**src/rtl/mem_arbiter.sv**
```systemverilog
// Two-port arbiter sharing data_mem between the I-cache (p0) and D-cache (p1): line refills and single stores.
// Optional feature: define ARB_ROUND_ROBIN_EN for round-robin arbitration; otherwise p1 has fixed priority.
module mem_arbiter #(
    parameter int XLEN       = 32,
    parameter int LINE_WORDS = 4,
    localparam int IdxW      = $clog2(LINE_WORDS)
) (
    input  logic            clk,
    input  logic            rst_n,

    input  logic            p0_req,
    input  logic            p0_we,
    input  logic [XLEN-1:0] p0_addr,
    input  logic [XLEN-1:0] p0_wdata,
    input  logic [2:0]      p0_funct3,
    output logic            p0_gnt,
    output logic            p0_rvalid,
    output logic [XLEN-1:0] p0_rdata,
    output logic [IdxW-1:0] p0_ridx,
    output logic            p0_done,

    input  logic            p1_req,
    input  logic            p1_we,
    input  logic [XLEN-1:0] p1_addr,
    input  logic [XLEN-1:0] p1_wdata,
    input  logic [2:0]      p1_funct3,
    output logic            p1_gnt,
    output logic            p1_rvalid,
    output logic [XLEN-1:0] p1_rdata,
    output logic [IdxW-1:0] p1_ridx,
    output logic            p1_done,

    output logic            mem_we,
    output logic [XLEN-1:0] mem_a,
    output logic [XLEN-1:0] mem_wd,
    output logic [2:0]      mem_ctrl,
    input  logic [XLEN-1:0] mem_rd
);

    typedef enum logic [1:0] {
        IDLE  = 2'd0,
        READ  = 2'd1,
        WRITE = 2'd2
    } state_t;

    localparam logic [IdxW-1:0] LastIdx  = IdxW'(LINE_WORDS - 1);
    localparam logic [XLEN-1:0] LineMask = XLEN'(LINE_WORDS * 4 - 1);

    state_t                      state_q, state_d;
    logic [IdxW-1:0]             count_q, count_d;
    logic                        owner_q, owner_d;
    logic [XLEN-1:0]             addr_q, addr_d;
    logic [XLEN-1:0]             wdata_q, wdata_d;
    logic [2:0]                  funct3_q, funct3_d;

    logic [1:0]                  gnt_q, gnt_d;
    logic [1:0]                  rvalid_q, rvalid_d;
    logic [1:0]                  done_q, done_d;
    logic [1:0][XLEN-1:0]        rdata_q, rdata_d;
    logic [1:0][IdxW-1:0]        ridx_q, ridx_d;

    logic [1:0]                  req;
    logic                        winner;
    logic                        selWe;
    logic [XLEN-1:0]             selAddr;
    logic [XLEN-1:0]             selWdata;
    logic [2:0]                  selFunct3;
    logic [XLEN-1:0]             lineBase;

    assign req = {p1_req, p0_req};

`ifdef ARB_ROUND_ROBIN_EN
    logic lastGrant_q, lastGrant_d;

    // On a tie, the port that was not granted most recently wins.
    always_comb begin
        winner = 1'b0;
        if (req == 2'b11) begin
            winner = ~lastGrant_q;
        end else begin
            winner = req[1];
        end
    end

    always_ff @(posedge clk or negedge rst_n) begin
        if (!rst_n) begin
            lastGrant_q <= 1'b1;
        end else begin
            lastGrant_q <= lastGrant_d;
        end
    end

    always_comb begin
        lastGrant_d = lastGrant_q;
        if (state_q == IDLE && req != 2'b00) begin
            lastGrant_d = winner;
        end
    end
`else
    assign winner = req[1];
`endif

    assign selWe     = winner ? p1_we     : p0_we;
    assign selAddr   = winner ? p1_addr   : p0_addr;
    assign selWdata  = winner ? p1_wdata  : p0_wdata;
    assign selFunct3 = winner ? p1_funct3 : p0_funct3;

    always_ff @(posedge clk or negedge rst_n) begin
        if (!rst_n) begin
            state_q  <= IDLE;
            count_q  <= '0;
            owner_q  <= 1'b0;
            addr_q   <= '0;
            wdata_q  <= '0;
            funct3_q <= '0;
            gnt_q    <= '0;
            rvalid_q <= '0;
            done_q   <= '0;
            rdata_q  <= '0;
            ridx_q   <= '0;
        end else begin
            state_q  <= state_d;
            count_q  <= count_d;
            owner_q  <= owner_d;
            addr_q   <= addr_d;
            wdata_q  <= wdata_d;
            funct3_q <= funct3_d;
            gnt_q    <= gnt_d;
            rvalid_q <= rvalid_d;
            done_q   <= done_d;
            rdata_q  <= rdata_d;
            ridx_q   <= ridx_d;
        end
    end

    always_comb begin
        state_d  = state_q;
        count_d  = count_q;
        owner_d  = owner_q;
        addr_d   = addr_q;
        wdata_d  = wdata_q;
        funct3_d = funct3_q;
        gnt_d    = '0;
        rvalid_d = '0;
        done_d   = '0;
        rdata_d  = rdata_q;
        ridx_d   = ridx_q;

        unique case (state_q)
            IDLE: begin
                if (req != 2'b00) begin
                    owner_d        = winner;
                    gnt_d[winner]  = 1'b1;
                    count_d        = '0;
                    addr_d         = selAddr;
                    wdata_d        = selWdata;
                    funct3_d       = selFunct3;
                    state_d        = selWe ? WRITE : READ;
                end
            end
            // Each beat's data is registered, so the word addressed now appears on rdata next cycle.
            READ: begin
                rvalid_d[owner_q] = 1'b1;
                rdata_d[owner_q]  = mem_rd;
                ridx_d[owner_q]   = count_q;
                count_d           = count_q + 1'b1;
                if (count_q == LastIdx) begin
                    done_d[owner_q] = 1'b1;
                    state_d         = IDLE;
                end
            end
            WRITE: begin
                done_d[owner_q] = 1'b1;
                state_d         = IDLE;
            end
            default: begin
                state_d = IDLE;
            end
        endcase
    end

    assign lineBase = addr_q & ~LineMask;

    always_comb begin
        mem_we   = 1'b0;
        mem_a    = '0;
        mem_wd   = '0;
        mem_ctrl = 3'b000;
        unique case (state_q)
            READ: begin
                mem_a    = lineBase + (XLEN'(count_q) << 2);
                mem_ctrl = 3'b010;
            end
            WRITE: begin
                mem_we   = 1'b1;
                mem_a    = addr_q;
                mem_wd   = wdata_q;
                mem_ctrl = funct3_q;
            end
            default: begin
                mem_we = 1'b0;
            end
        endcase
    end

    assign p0_gnt    = gnt_q[0];
    assign p0_rvalid = rvalid_q[0];
    assign p0_rdata  = rdata_q[0];
    assign p0_ridx   = ridx_q[0];
    assign p0_done   = done_q[0];

    assign p1_gnt    = gnt_q[1];
    assign p1_rvalid = rvalid_q[1];
    assign p1_rdata  = rdata_q[1];
    assign p1_ridx   = ridx_q[1];
    assign p1_done   = done_q[1];

endmodule
```
**config.mk**
```make
export PLATFORM = sky130hd
export DESIGN_NAME = mem_arbiter
export DESIGN_NICKNAME = d
export VERILOG_FILES = /design/src/rtl/mem_arbiter.sv
export SDC_FILE = /design/constraint.sdc
export NUM_CORES = 1
export LEC_CHECK = 0
export BUFFER_PORTS_ARGS = -buffer_cell sky130_fd_sc_hd__buf_2
export CAP_MARGIN = 40
export CORE_MARGIN = 10
export CORE_UTILIZATION = 47
export DETAILED_ROUTE_END_ITERATION = 8
export PLACE_DENSITY = 0.86
export SLEW_MARGIN = 5
export SYNTH_ARGS = -nofsm -noshare
export SYNTH_HDL_FRONTEND = slang
export SYNTH_SLANG_ARGS = --single-unit
```
**constraint.sdc**
```tcl
create_clock -name clk -period 2.14 [get_ports clk]
set_input_delay 0.321 -clock clk [delete_from_list [all_inputs] [get_ports clk]]
set_output_delay 0.321 -clock clk [all_outputs]
set_load 0.03 [all_outputs]
```
==> summary.txt <==
peak per-stage delay on the critical path -> 390 ps
Worst R2R Path Depth -> 6
post-route ant nets -> 0
Tcrit/Tclk final -> 100%
CP startpoint kind -> register
# IOs -> 314
hold slack -> 143 ps
maximum clock path buffer count -> 2
status -> complete, but fails checks
largest net degree at the start of global routing -> 89
CTS tree -> done
Power Density -> 1590 mW/mm²
via count -> 5282
P_leak -> 0.00495 µW
Worst Path Required -> 1820 ps
Clock Sinks -> 146
initial core utilization -> 47.6%
final setup fails -> 3
std cell rows -> 44
ys flop type -> dfrtp_1
flop2flop setup slack -> 270 ps
drt drc -> 0
endpoints failing hold -> 0
post-layout min period -> 2150 ps
DR iter-0 viols -> 142
Yosys top cell area share -> 53.5%
Worst Setup End Kind -> output pin
Port Buf Inserts -> 313
sequential area share after synthesis -> 53.5%
total gr overflow -> 0
count leader, synth -> dfrtp_1
met2 usage -> 32.4%
Pwr Total -> 15000 µW
final clock skew -> 8.93 ps
WS Path Type -> reg -> out
slew of the pin with the lowest slew margin -> 506 ps
met3 GRT Util -> 7.02%
Cell variety after synth -> 35
Clock Tree Root -> clkbuf_16
Core ar. -> 0.0144 mm²
final wirelength -> 19.6 mm
Post-synth EDFFs -> 0
area leader, netlist -> dfrtp_1
Slew Limit Fails -> 0
Seq cells post-synth -> 146
fin nets -> 1050
sum of buffers and inverters on the critical path -> 3
Hold Startpoint -> mem_rd[20]
Setup WS post-layout -> -5.79 ps
Detail Placement HPWL -> 14.6 mm
H-Tree Depth -> 4
initial antenna violation count -> 1
crit path DAT -> 1820 ps
Die Span Y -> 141 µm
Post-synth top cells -> dfrtp_1 (146), nand2_1 (71), mux2i_1 (70)
Reg clk slew, reported paths -> 60 ps
grt met1 use -> 22.2%
Top delay family on crit path -> flip-flops
Placement Cell Area -> 0.00849 mm²
Crit path depth -> 6
Max FO, Critical Path -> 14
Worst Setup SP -> state_q[1]
via density per instance -> 4.94
worst r2r src -> state_q[0]
post-route cell area -> 0.00943 mm²
failing checks -> setup timing
total track usage -> 19.2%
Core Util, Final -> 65.6%
Rel. slew slack -> 66.3%
Hold Path Depth -> 2
DIE AREA -> 0.0198 mm²
Mean Syn Cell Area -> 12.2 µm²
Area Growth Syn to Fin -> 38.0%
drt first pass iters -> 4
CP Cell Sequence -> inv_2 -> ha_4 -> o21a_4 -> buf_12 -> and2_1 -> buf_6
Post-Synthesis Cell Area -> 0.00683 mm²
slowest cell on the critical path -> dfrtp_1
YS warnings -> 0
top post-synthesis cells by area -> dfrtp_1 (53%), mux2i_1 (10%), mux2_4 (6.8%)
Worst Hold Class -> in -> reg
RSZ-0062 raised after global routing -> true
vias in the first global route -> 5724
maximum VDD drop -> 0.000673 V
GRT busiest layer -> met2
die width -> 141 µm
fmax -> 0.466 GHz
share of layout cells above drive strength 1 -> 52.2%
ys async rst share -> 100%
cells after synthesis -> 558
first-pass GRT wire length -> 30.3 mm
Sum Neg Setup Slack -> -10.0 ps
syn nets -> 736
number of max-cap violations -> 0
Num CTS Buffers -> 17
RePlAce Congestion -> 0.767
worst skew pair latency -> 420 ps
post-DR wirelength/cell -> 18.3 µm
==> repair_timing <==
item,CTS,global route
hold endpoints to repair,49,0
cloned,1,0
hold buffers,1,0
setup buffers,3,0
endpoints found under the setup margin,63,49
resized for setup,68,26
pin swaps,2,2
==> logic make-up (layout without fill, tap and decap cells) <==
group,Yosys count,in the layout,share of synthesized area [%]
AOI/OAI and AO/OA,79,79,6.19
adders and majority gates,6,6,1.10
buffers and inverters,41,368,4.83
DFF,146,146,53.5
muxes,138,138,23.2
other,0,1,0
and+or+nand+nor,148,148,11.2
==> final cells by class <==
class                      instances  area [µm²]
fill                            1075        4940
sequential                       146        3650
multi-input combinational        371        2940
timing repair buffer             332        2000
clock buffer                      20         467
tap                              184         230
clock inverter                    12         120
inverter                           4        15.0
antenna                            1        2.50
==> final timing paths <==
| kind | endpoint |
|---|---|
| max | mem_a[22] |
| min | p1_rdata[20] |
| max reg2reg | p1_rdata[3] |
| min reg2reg | wdata_q[25] |
| max in group asynchronous | wdata_q[24] |
| min in group asynchronous | p1_rdata[8] |
==> state kept, by name, summed over array words and instances, names as in the netlist, 3 cells and up <==
| signal | cells |
|---|---|
| funct3_q | 3 |
| addr_q | 32 |
| p0_rdata | 32 |
| wdata_q | 32 |
| p1_rdata | 32 |
==> metrics by stage <==
stage | std cells | worst slack (ps)
after floorplan | 558 | 103
after global placement | 1032 | 255
after detailed placement | 1032 | 205
after CTS | 1069 | -1.25
after global routing | 1069 | -58.6
final | 1070 | -5.79
==> cells in the final DEF, fill, tap and decap left out, types with 2 or more instances in the layout <==
cell / instances
buf_2: 281
dfrtp_1: 146
nand2_1: 71
mux2i_1: 70
o21ai_0: 57
and2_1: 43
mux2_2: 36
mux2_4: 31
buf_6: 30
and2_4: 17
clkbuf_16: 17
o21ai_1: 13
buf_4: 13
buf_12: 6
and3_1: 4
clkinvlp_4: 4
a21oi_1: 3
clkbuf_8: 3
inv_6: 3
inv_2: 2
nor2b_1: 2
inv_1: 2
nor2b_4: 2
nor3b_1: 2
ha_4: 2
ha_2: 2
ha_1: 2
clkinv_4: 2
==> per-layer routing <==
metal	vias up	routed length, µm
li1	2531	-
met1	2520	7920
met2	212	9790
met3	19	1640
met4	0	245
met5	-	0
==> power breakdown <==
| part | total (µW) | switching (µW) | internal, µW |
|---|---|---|---|
| Clock | 2900 | 1190 | 1710 |
| Sequential | 4870 | 748 | 4120 |
| Combinational | 7200 | 4310 | 2890 |
| Total | 15000 | 6250 | 8720 |
Power figures use the tool's default switching activity.
